<file path="src/rtl/pipelined_signed_adder.sv">
// Two-stage pipelined signed adder with per-operand defaults, valid/ready handshake,
// optional running accumulate and wrap-or-saturate overflow handling.
module pipelined_signed_adder #(
    parameter int unsigned WIDTH     = 4,
    parameter int unsigned OUT_WIDTH = 6,
    parameter int          A_DEFAULT = 1,
    parameter int          B_DEFAULT = 2,
    parameter bit          SATURATE  = 1'b0
) (
    input  logic                        clk,
    input  logic                        rst,
    input  logic                        in_valid,
    output logic                        in_ready,
    input  logic        [WIDTH-1:0]     a,
    input  logic        [WIDTH-1:0]     b,
    input  logic                        a_en,
    input  logic                        b_en,
    input  logic                        acc_en,
    input  logic                        acc_clr,
    output logic                        out_valid,
    input  logic                        out_ready,
    output logic signed [OUT_WIDTH-1:0] result,
    output logic                        ovf
);

    localparam int unsigned EW = OUT_WIDTH + 1;

    localparam logic signed [EW-1:0]        A_EXT   = EW'(A_DEFAULT);
    localparam logic signed [EW-1:0]        B_EXT   = EW'(B_DEFAULT);
    localparam logic signed [OUT_WIDTH-1:0] RES_MAX = {1'b0, {(OUT_WIDTH-1){1'b1}}};
    localparam logic signed [OUT_WIDTH-1:0] RES_MIN = {1'b1, {(OUT_WIDTH-1){1'b0}}};

    logic                        s1_valid;
    logic signed [EW-1:0]        s1_ea;
    logic signed [EW-1:0]        s1_eb;
    logic                        s1_acc_en;
    logic                        s1_acc_clr;
    logic signed [OUT_WIDTH-1:0] acc;

    logic                        s1_load_c;
    logic                        s2_load_c;
    logic signed [EW-1:0]        ea_c;
    logic signed [EW-1:0]        eb_c;
    logic signed [EW-1:0]        acc_term_c;
    logic signed [EW-1:0]        raw_c;
    logic                        ovf_c;
    logic signed [OUT_WIDTH-1:0] final_c;

    // Handshake: S1 may refill in the same cycle it hands its contents to S2.
    assign s2_load_c = s1_valid && (!out_valid || out_ready);
    assign in_ready  = !s1_valid || s2_load_c;
    assign s1_load_c = in_valid && in_ready;

    // Effective operands, sign-extended one bit past the result width.
    always_comb begin
        ea_c = A_EXT;
        eb_c = B_EXT;
        if (a_en) ea_c = {{(EW-WIDTH){a[WIDTH-1]}}, a};
        if (b_en) eb_c = {{(EW-WIDTH){b[WIDTH-1]}}, b};
    end

    // Sum plus optional accumulator; the extra bit makes the range check exact.
    always_comb begin
        acc_term_c = '0;
        if (s1_acc_en && !s1_acc_clr) acc_term_c = {acc[OUT_WIDTH-1], acc};
        raw_c   = s1_ea + s1_eb + acc_term_c;
        ovf_c   = raw_c[EW-1] ^ raw_c[EW-2];
        final_c = raw_c[OUT_WIDTH-1:0];
        if (SATURATE && ovf_c) final_c = raw_c[EW-1] ? RES_MIN : RES_MAX;
    end

    // Stage 1: operand capture.
    always_ff @(posedge clk or posedge rst) begin
        if (rst) begin
            s1_valid   <= 1'b0;
            s1_ea      <= '0;
            s1_eb      <= '0;
            s1_acc_en  <= 1'b0;
            s1_acc_clr <= 1'b0;
        end else begin
            if (s1_load_c) begin
                s1_ea      <= ea_c;
                s1_eb      <= eb_c;
                s1_acc_en  <= acc_en;
                s1_acc_clr <= acc_clr;
            end
            if (s1_load_c)      s1_valid <= 1'b1;
            else if (s2_load_c) s1_valid <= 1'b0;
        end
    end

    // Stage 2: result register and accumulator, updated together on the S1->S2 move.
    always_ff @(posedge clk or posedge rst) begin
        if (rst) begin
            out_valid <= 1'b0;
            result    <= '0;
            ovf       <= 1'b0;
            acc       <= '0;
        end else if (s2_load_c) begin
            out_valid <= 1'b1;
            result    <= final_c;
            ovf       <= ovf_c;
            if (s1_acc_en)       acc <= final_c;
            else if (s1_acc_clr) acc <= '0;
        end else if (out_ready) begin
            out_valid <= 1'b0;
        end
    end

endmodule
</file>
<file path="config.mk">
export PLATFORM = sky130hd
export DESIGN_NAME = pipelined_signed_adder
export DESIGN_NICKNAME = d
export VERILOG_FILES = /design/src/rtl/pipelined_signed_adder.sv
export SDC_FILE = /design/constraint.sdc
export NUM_CORES = 1
export LEC_CHECK = 0
export ABC_AREA = 1
export CAP_MARGIN = 5
export CORE_ASPECT_RATIO = 1.2
export CORE_MARGIN = 2
export CORE_UTILIZATION = 52
export CTS_CLUSTER_SIZE = 24
export DETAILED_ROUTE_END_ITERATION = 6
export GPL_TIMING_DRIVEN = 0
export HOLD_SLACK_MARGIN = 0.05
export PLACE_DENSITY = 0.82
export SKIP_CTS_REPAIR_TIMING = 1
export SKIP_LAST_GASP = 1
export SLEW_MARGIN = 20
export SYNTH_ARGS = -nofsm -noshare
export SYNTH_HDL_FRONTEND = slang
export SYNTH_SLANG_ARGS = --single-unit
</file>
<file path="constraint.sdc">
create_clock -name clk -period 2.8 [get_ports clk]
set_clock_uncertainty 0.2 [all_clocks]
set_input_delay 0.84 -clock clk [delete_from_list [all_inputs] [get_ports clk]]
set_output_delay 0.84 -clock clk [all_outputs]
set_load 0.005 [all_outputs]
</file>
# == After elaboration in Yosys (flattened, before gate mapping) ==
# Index checks and enable logic that the tools add are counted.
# word_totals
output_inout_bits,9
reg_bits,31
input_bits,16
wordCells,33
# op_classes
n_reduce_logical,12
mux,9
add_sub_neg,2
n_bitwise,1
# op_table
operator,count
$mux W7,3
$add A7 B7 Y7,2
$mux W6,2
$reduce_bool A2 Y1,3
$mux W1,4
$logic_and A1 B1 Y1,3
$logic_not A1 Y1,3
$logic_or A1 B1 Y1,2
$reduce_and A2 Y1,1
$xor A1 B1 Y1,1

# == Depth between registers and ports, before layout ==
# Gate-level depths: netlist (run 1).
# logic_depth
depth_word,6
mapped_depth,14
depth_no_buf,14

# == Worst setup path after synthesis (run 1) ==
# Ideal clock, no wire load.
# synth_timing
kind,reg2reg
start,register s1_acc_en
end,register ovf
setup_time_ns,0.121
t_required_ns,2.479
stages_incl_launch_ff,13
synth_period_minus_slack_ns,2.423
n_path_buf,0
t_arrival_ns,2.102
slack_ns,0.377
path_cell_list,dfrtp_1 -> inv_2 -> nor2_1 -> inv_1 -> nor2_1 -> fa_1 -> ha_1 -> a21oi_1 -> nand2_2 -> nand2_1 -> nand2_1 -> nand2_1 -> nand3_2
# synth_between
elab_chain_len,4
# synth_rtl
element,line,source
from (decl),36,logic s1_acc_en;
from (signal assigned),84,s1_acc_en <= acc_en;
$logic_and A1 B1 Y1,65,"if (s1_acc_en && !s1_acc_clr) acc_term_c = {acc[OUT_WIDTH-1], acc};"
$mux W7,65,
$add A7 B7 Y7,66,raw_c = s1_ea + s1_eb + acc_term_c;
$xor A1 B1 Y1,67,ovf_c = raw_c[EW-1] ^ raw_c[EW-2];
to (signal assigned),102,ovf <= ovf_c;
to (decl),23,output logic ovf
# Every way passes these cells.
# A chain may end at the register's enable or synchronous reset.

# == Worst setup path in the final report (run 1) ==
# Ends and elaborated chain as after synthesis.

==> results of run 1 <==
-- per-stage QoR --
stage | power [mW] | utilization [%] | instances | instance area (sq um)
after floorplan | 0.888 | - | 161 | 1420
after global placement | 1.06 | 66.5 | 218 | 1700
after detailed placement | 1.09 | 66.5 | 218 | 1700
after CTS | 1.26 | 67.5 | 222 | 1720
after global routing | 1.37 | 68.2 | 222 | 1740
final | 1.27 | 68.2 | 222 | 1740
-- cell usage in the layout, fill, tap and decap left out, drive strengths merged, types with 3 or more instances in the layout --
master	Yosys	final
nor2	10	10
o22ai	4	4
ha	5	5
dfrtp	25	25
a21oi	3	3
nand2	56	56
clkbuf	0	3
inv	23	23
o21ai	12	12
clkdlybuf4s50	0	23
nand3	9	9
fa	7	7
-- sequential cells by signal, summed over array words and instances, names as in the netlist --
name        flops
acc             6
result          6
s1_ea           4
s1_eb           4
out_valid       1
ovf             1
s1_acc_clr      1
s1_acc_en       1
s1_valid        1
-- synthesized netlist by cell type, drive strengths merged --
cell type,number,area (sq um)
nand2,56,218
dfrtp,25,626
inv,23,86.3
o21ai,12,60.1
nor2,10,37.5
nand3,9,65.1
fa,7,140
ha,5,62.6
o22ai,4,31.3
a21oi,3,30.0
buf,2,15.0
xor2,2,25.0
a31oi,1,6.26
clkinv,1,3.75
xnor2,1,8.76
-- critical path, cell delays in order (launching register included) --
cell	delay, ns
dfrtp_1	0.40
inv_4	0.08
nor2_2	0.11
nand2_1	0.08
fa_1	0.48
inv_1	0.04
ha_1	0.21
fa_1	0.42
nand3_2	0.11
nand2_1	0.08
nand2_1	0.07
nand2_1	0.04
nor2_1	0.09
nand2_1	0.08
nand3_2	0.07
-- cell families after synthesis --
group / Yosys count
buffers and inverters: 26
XOR/XNOR: 3
AND/OR/NAND/NOR: 75
adder cells (fa/ha/maj): 12
AO/OA/AOI/OAI: 20
flip-flops: 25
-- metal layers --
| metal | GRT usage (%) | vias to the layer above | share of wire [%] |
|---|---|---|---|
| met5 | 0 | - | 0 |
| met2 | 36.1 | 36 | 53 |
| met4 | 7.89 | 0 | 1.4 |
| met3 | 2.18 | 5 | 4.1 |
| met1 | 23.9 | 536 | 41 |
| li1 | - | 556 | - |
-- layout make-up --
cell class,instances,share of cell area [%]
inverter,24,5.32
timing repair buffer,24,13.9
buffer,2,0.863
multi-input combinational,110,40.0
clock buffer,3,1.29
clock inverter,1,0.288
tap,33,2.37
sequential,25,35.9
-- path summary, 6_finish.rpt --
check                           depth (start not counted)   endpoint  slack (ns)      start
max in group asynchronous                               2  result[5]        1.04        rst
worst min-delay path                                    2  result[3]        0.31  result[3]
worst min register to register                          2  result[3]        0.31  result[3]
worst max-delay path                                   14        ovf        0.16  s1_acc_en
worst max register to register                         14        ovf        0.16  s1_acc_en
min in group asynchronous                               2  out_valid        0.78        rst
-- power by group through the flow --
stage	logic, mW	clock network (mW)	registers (mW)
floorplan	0.362	0	0.526
global placement	0.535	0	0.525
detailed placement	0.561	0	0.533
CTS	0.569	0.168	0.526
global route	0.647	0.183	0.539
finish	0.578	0.166	0.527
==> flow_summary.toml, run 1 <==
[logic_synthesis]
synthCells = 161
netlist_area_sq_mm = 0.00142
synth-xor-area-share_pct = 2.39
yosysUniqueCellTypes = 22
synthesis.nets = 189
synth_fa_ha_area_share_pct = 14.3
synth-warning-count = 0
avgSynthCellArea_sq_um = 8.79
synth_simple_gate_area_share_pct = 22.6
synth_compound_area_share_pct = 9.02
synthMuxAreaShare_pct = 0
yosysSeqAreaShare_pct = 44.2
ys_ff_latch = 25
synth_top_family_by_area = "simple AND/OR/NAND/NOR gates"

[setup_path]
path_max_fanout = 9
end_kind = "flip-flop"
crit_arrival_ns = 2.71
cp.required_ns = 2.87
worst-setup-path-type = "reg -> reg"
startpoint_type = "flip-flop"

[floorplan]
die_x_microns = 51.6
dieArea_sq_mm = 0.00316
core_area_sq_mm = 0.00255
die_y_microns = 61.1
io_pins = 25
initial_core_util_pct = 55.4
rows = 20

[outcome]
status = "finished clean"

[timing]
worst_pin_slew_ns = 0.914
setup-tns-final_ns = 0
period_share_pct = 94.4
drv_slew = 0
fin_hold_ws_ns = 0.306
setup_violations = 0
hold_viol = 0
fin_ws_ns = 0.157
max_freq_mhz = 378
slew_headroom_pct = 39.0
fin_crit_ns = 2.64
rsz0062_at_grt = "no"

[global_route]
grt_overflow = 0
grt_pass1_vias = 1096
grt_max_degree = 26
antenna_found_initial = 0
grt_pass1_wl_microns = 4530
grtUsageTotal_pct = 19.7

[cts]
cts_max_level = 1
cts.sinks = 25
cts-buffers-inserted = 3
cts-root-buf = "clkbuf_4"
clkSlewWorstSetupHoldPaths_ns = 0.15
clk_path_buf_depth = 2
tritoncts = "yes"
clk_latency_ns = 0.33

[detailed_routing]
remaining_drc_errors = 0
first_iter_violations = 38
viasPerCell = 5.10
ant_nets = 0
vias = 1133
finalWirelength_microns = 2830
wl_per_cell_microns = 12.8
dr.pass1.iters = 4

[cells_and_area]
fillers = 215
syn_to_final_growth_pct = 23.0
final_layout_size_suffix_gt1_share_pct = 14.3
regArea_sq_um = 626
multiInputGateArea_sq_um = 696
final_nets = 218
antenna_cells = 0

[place]
hpwl_microns = 2150
dpl_worst_slack_ns = -0.175
gp_congestion = 0.770
portBuffers = 24

[pwr]
switchingPower_mw = 0.477
comb_power_share_pct = 45.5
peakVddDrop_mv = 0.367
p_int_mw = 0.795
swShare_pct = 37.5
p_leak_nw = 0.869
power.density_mw_per_mm2 = 731
p_clk_share_pct = 13.1
power_frac_seq_pct = 41.5

[job]
drv_cap = 0

[hold_path]
min_path_type = "reg -> reg"
(Power assumes the default switching activity.)
==> run 2, diff against run 1 <==
CORE_UTILIZATION = 47   (was 52)
PLACE_DENSITY = 0.78   (was 0.82)
clock period = 2.32 ns   (was 2.8 ns; I/O delays follow)
==> flow_summary.toml, run 2 (synthesized netlist as in run 1, its figures left out) <==
[global_route]
grt_pass1_vias = 1061
grtUsageTotal_pct = 17.4
antenna_found_initial = 0
grt_overflow = 0
grt_max_degree = 26
grt_pass1_wl_microns = 4460

[setup_path]
cp.required_ns = 2.33
startpoint_type = "flip-flop"
critPathBufInv = 3
path_max_fanout = 5
cpPeakStageDelay_ns = 0.52
crit_path_frequent_cell = "nand2_1"
crit_family = "adder cells"
cpMaxStageDelayCell = "fa_1"
crit_arrival_ns = 2.57
worst-setup-path-type = "reg -> reg"
crit_chain = "clkinv_4 -> nor2_4 -> inv_2 -> nor2_1 -> fa_1 -> ha_4 -> nand2_1 -> clkinv_1 -> nand3_2 -> nand2_2 -> nand2_1 -> nand2_1 -> nand2_1 -> nand3_2"
end_kind = "flip-flop"

[pwr]
power.density_mw_per_mm2 = 875
power.total_mw = 1.62
p_leak_nw = 0.879
peakVddDrop_mv = 0.465

[cells_and_area]
final_nets = 221
mostFrequentLayoutCells = "48 x nand2_1, 25 x dfrtp_1, 23 x clkdlybuf4s50_1"
syn_to_final_growth_pct = 30.4
final_layout_size_suffix_gt1_share_pct = 22.9
final_common_cell = "nand2_1"
antenna_cells = 0
reg_top3 = "acc (6), result (6)"
stdcell_area_sq_mm = 0.00185

[detailed_routing]
wl_met3_microns = 77
remaining_drc_errors = 0
finalWirelength_microns = 2660
vias = 1099
top_layer_used = "met4"
dr.pass1.iters = 5
first_iter_violations = 29
wl_per_cell_microns = 11.8
wl_met1_microns = 1100
ant_nets = 0
dr_wl_met2_microns = 1420
viasPerCell = 4.86

[floorplan]
initial_core_util_pct = 49.9
io_pins = 25
core_area_sq_mm = 0.00284
rows = 21
die_x_microns = 54.1
dieArea_sq_mm = 0.00347
die_y_microns = 64.1

[outcome]
violations = "setup timing"
status = "complete, but fails checks"

[timing]
fin_ws_ns = -0.243
drv_slew = 0
setup-tns-final_ns = -1.06
fin_crit_ns = 2.56
setup_violations = 8
period_share_pct = 110
worst_pin_slew_ns = 0.905
hold_viol = 0
max_freq_mhz = 390
rsz0062_at_grt = "yes"
slew_headroom_pct = 39.6

[place]
portBuffers = 24
gp_congestion = 0.752
hpwl_microns = 2090
place_area_sq_mm = 0.00172

[cts]
clk_latency_ns = 0.31
cts_max_level = 1
clk_path_buf_depth = 2
tritoncts = "yes"
cts-root-buf = "clkbuf_4"
clkSlewWorstSetupHoldPaths_ns = 0.13
cts.sinks = 25
cts-buffers-inserted = 3

[job]
drv_cap = 0

[hold_path]
min_path_type = "reg -> reg"
==> run 2: changes by cell type in the layout (fill, tap and decap cells not counted), sizes merged <==
| cell | previous run | this run |
|---|---|---|
| inv | 23 | 22 |
| clkbuf | 3 | 5 |
| dlymetal6s2s | 1 | 0 |
| buf | 2 | 5 |
==> run 2: final timing paths <==
check / start / endpoint / slack, ns / cells after the start
max: s1_acc_en / ovf / -0.24 / 14
min: result[3] / result[3] / 0.28 / 2
max reg2reg: s1_acc_en / ovf / -0.24 / 14
min reg2reg: result[3] / result[3] / 0.28 / 2
max in group asynchronous: rst / s1_ea[5] / 0.70 / 2
min in group asynchronous: rst / s1_acc_clr / 0.67 / 2
==> run 2: stage by stage <==
step	setup WS [ns]	util (%)	hold WS, ns	std cells
after CTS	-0.359	61.6	0.297	223
after detailed placement	-0.360	60.7	0.265	219
after global routing	-0.390	65.0	0.319	226
final	-0.243	65.0	0.285	226
after floorplan	-0.0111	-	0.258	161
after global placement	-0.350	60.7	0.262	219
==> run 2: per-layer routing <==
metal | vias to the layer above | track usage [%]
met2 | 21 | 29.9
met3 | 6 | 2.10
met1 | 507 | 21.4
li1 | 565 | -
met5 | - | 0
met4 | 0 | 7.50
==> run 2: worst reg2reg max path, stage by stage (launching register included) <==
cell	delay, ns
dfrtp_1	0.40
clkinv_4	0.09
nor2_4	0.13
inv_2	0.09
nor2_1	0.15
fa_1	0.52
ha_4	0.30
nand2_1	0.08
clkinv_1	0.08
nand3_2	0.11
nand2_2	0.06
nand2_1	0.06
nand2_1	0.05
nand2_1	0.07
nand3_2	0.07
==> run 2: cell type report <==
class                      instances  area [sq um]
inverter                          24          95.1
buffer                             2          15.0
sequential                        25           626
multi-input combinational        110           783
fill                             230           992
timing repair buffer              27           258
tap                               34          42.5
clock buffer                       4          26.3
==> run 2: report_power, final <==
| group | total, mW | internal, mW | switching [mW] |
|---|---|---|---|
| Combinational | 0.793 | 0.387 | 0.406 |
| Clock | 0.188 | 0.0672 | 0.121 |
| Sequential | 0.634 | 0.562 | 0.0728 |
| Total | 1.62 | 1.02 | 0.599 |
==> run 3, diff against run 2 <==
CORE_UTILIZATION = 52   (was 47)
PLACE_DENSITY = 0.82   (was 0.78)
clock period = 2.45 ns   (was 2.32 ns; I/O delays follow)
==> flow_summary.toml, run 3 (synthesized netlist as in run 1, its figures left out) <==
[place]
portBuffers = 24
dp_cells = 218
dpl_worst_slack_ns = -0.315
gp_congestion = 0.770
hpwl_microns = 2150

[cells_and_area]
final-instance-count-excl-fill = 222
mostFrequentLayoutCells = "53 x nand2_1, 25 x dfrtp_1, 23 x clkdlybuf4s50_1"
final_common_cell = "nand2_1"
syn_to_final_growth_pct = 23.5
antenna_cells = 0
final_layout_size_suffix_gt1_share_pct = 14.8
reg_top3 = "acc (6), result (6)"
multiInputGateArea_sq_um = 703
fillers = 213
final_nets = 218
regArea_sq_um = 626

[setup_path]
worst-setup-path-type = "reg -> reg"
worst_r2r_path_depth = 14
end_kind = "flip-flop"
cpMaxStageDelayCell = "fa_1"
crit_chain = "inv_4 -> nor2_4 -> nand2_1 -> fa_1 -> inv_1 -> ha_1 -> fa_2 -> nand3_2 -> nand2_1 -> nand2_1 -> nand2_1 -> nor2_1 -> nand2_1 -> nand3_2"
cpPeakStageDelay_ns = 0.48
path_max_fanout = 9
startpoint_type = "flip-flop"
crit_arrival_ns = 2.63
crit_path_frequent_cell = "nand2_1"
cp.required_ns = 2.52

[cts]
cts_max_level = 1
cts-buffers-inserted = 3
cts-root-buf = "clkbuf_4"
clk_latency_ns = 0.33
cts.sinks = 25
clkSlewWorstSetupHoldPaths_ns = 0.15
clk_path_buf_depth = 2
tritoncts = "yes"

[global_route]
grt_pass1_vias = 1096
grt_max_degree = 26
grtUsageTotal_pct = 19.7
grt_overflow = 0
antenna_found_initial = 0
grt_pass1_wl_microns = 4530

[job]
drv_cap = 0

[outcome]
violations = "setup timing"
status = "complete, but fails checks"

[floorplan]
io_pins = 25
rows = 20
core_area_sq_mm = 0.00255
dieArea_sq_mm = 0.00316
die_y_microns = 61.1
initial_core_util_pct = 55.4
die_x_microns = 51.6

[detailed_routing]
wl_per_cell_microns = 12.7
finalWirelength_microns = 2830
viasPerCell = 5.04
dr.pass1.iters = 4
vias = 1119
remaining_drc_errors = 0
ant_nets = 0
first_iter_violations = 33

[timing]
setup_violations = 3
worst_pin_slew_ns = 0.933
hold_viol = 0
fin_hold_ws_ns = 0.307
max_freq_mhz = 390
slew_headroom_pct = 37.7
fin_crit_ns = 2.56
period_share_pct = 105
rsz0062_at_grt = "yes"
setup-tns-final_ns = -0.292
fin_ws_ns = -0.114
drv_slew = 0

[hold_path]
whs_path_depth = 2
min_path_type = "reg -> reg"

[pwr]
peakVddDrop_mv = 0.419
p_leak_nw = 0.867
power.density_mw_per_mm2 = 835
run 3: path summary, 6_finish.rpt:
path                            from         to  slack [ns]
max in group asynchronous        rst  result[5]        0.78
setup reg to reg           s1_acc_en        ovf       -0.11
min in group asynchronous        rst  s1_acc_en        0.69
hold / removal             result[2]  result[2]        0.31
hold reg to reg            result[2]  result[2]        0.31
setup / recovery           s1_acc_en        ovf       -0.11
run 3: per-layer routing:
layer	vias to the layer above	part of all wire, %	global-route usage [%]
li1	556	-	-
met1	528	42	23.9
met2	30	53	36.1
met3	5	3.6	2.18
met4	0	1.5	7.89
met5	-	0	0
run 3: per-stage QoR:
step | area (sq um) | power (mW) | utilization [%]
3_5_place_dp | 1700 | 1.25 | 66.5
3_3_place_gp | 1700 | 1.21 | 66.5
5_1_grt | 1750 | 1.57 | 68.5
6_report | 1750 | 1.46 | 68.5
4_1_cts | 1720 | 1.44 | 67.5
2_1_floorplan | 1420 | 1.01 | -
run 3: layout make-up:
cell class,instances,area share (%)
plain buffers,2,0.859
repair buffers,24,13.9
flip-flops and latches,25,35.8
clock inverters,1,0.286
multi-input cells,110,40.2
well taps,33,2.36
clock buffers,3,1.29
inverters,24,5.30
run 3: worst max-delay path, delay by kind of cell, from the launching register on:
family / cells / cell delay, ns
fa+ha+maj: 3 / 1.07
simple gates: 9 / 0.72
buf+inv: 2 / 0.12
flops: 1 / 0.40
run 3: power by group:
group	total, mW	internal [mW]	switching [mW]
logic	0.665	0.318	0.347
registers	0.602	0.532	0.0707
clock network	0.191	0.0613	0.130
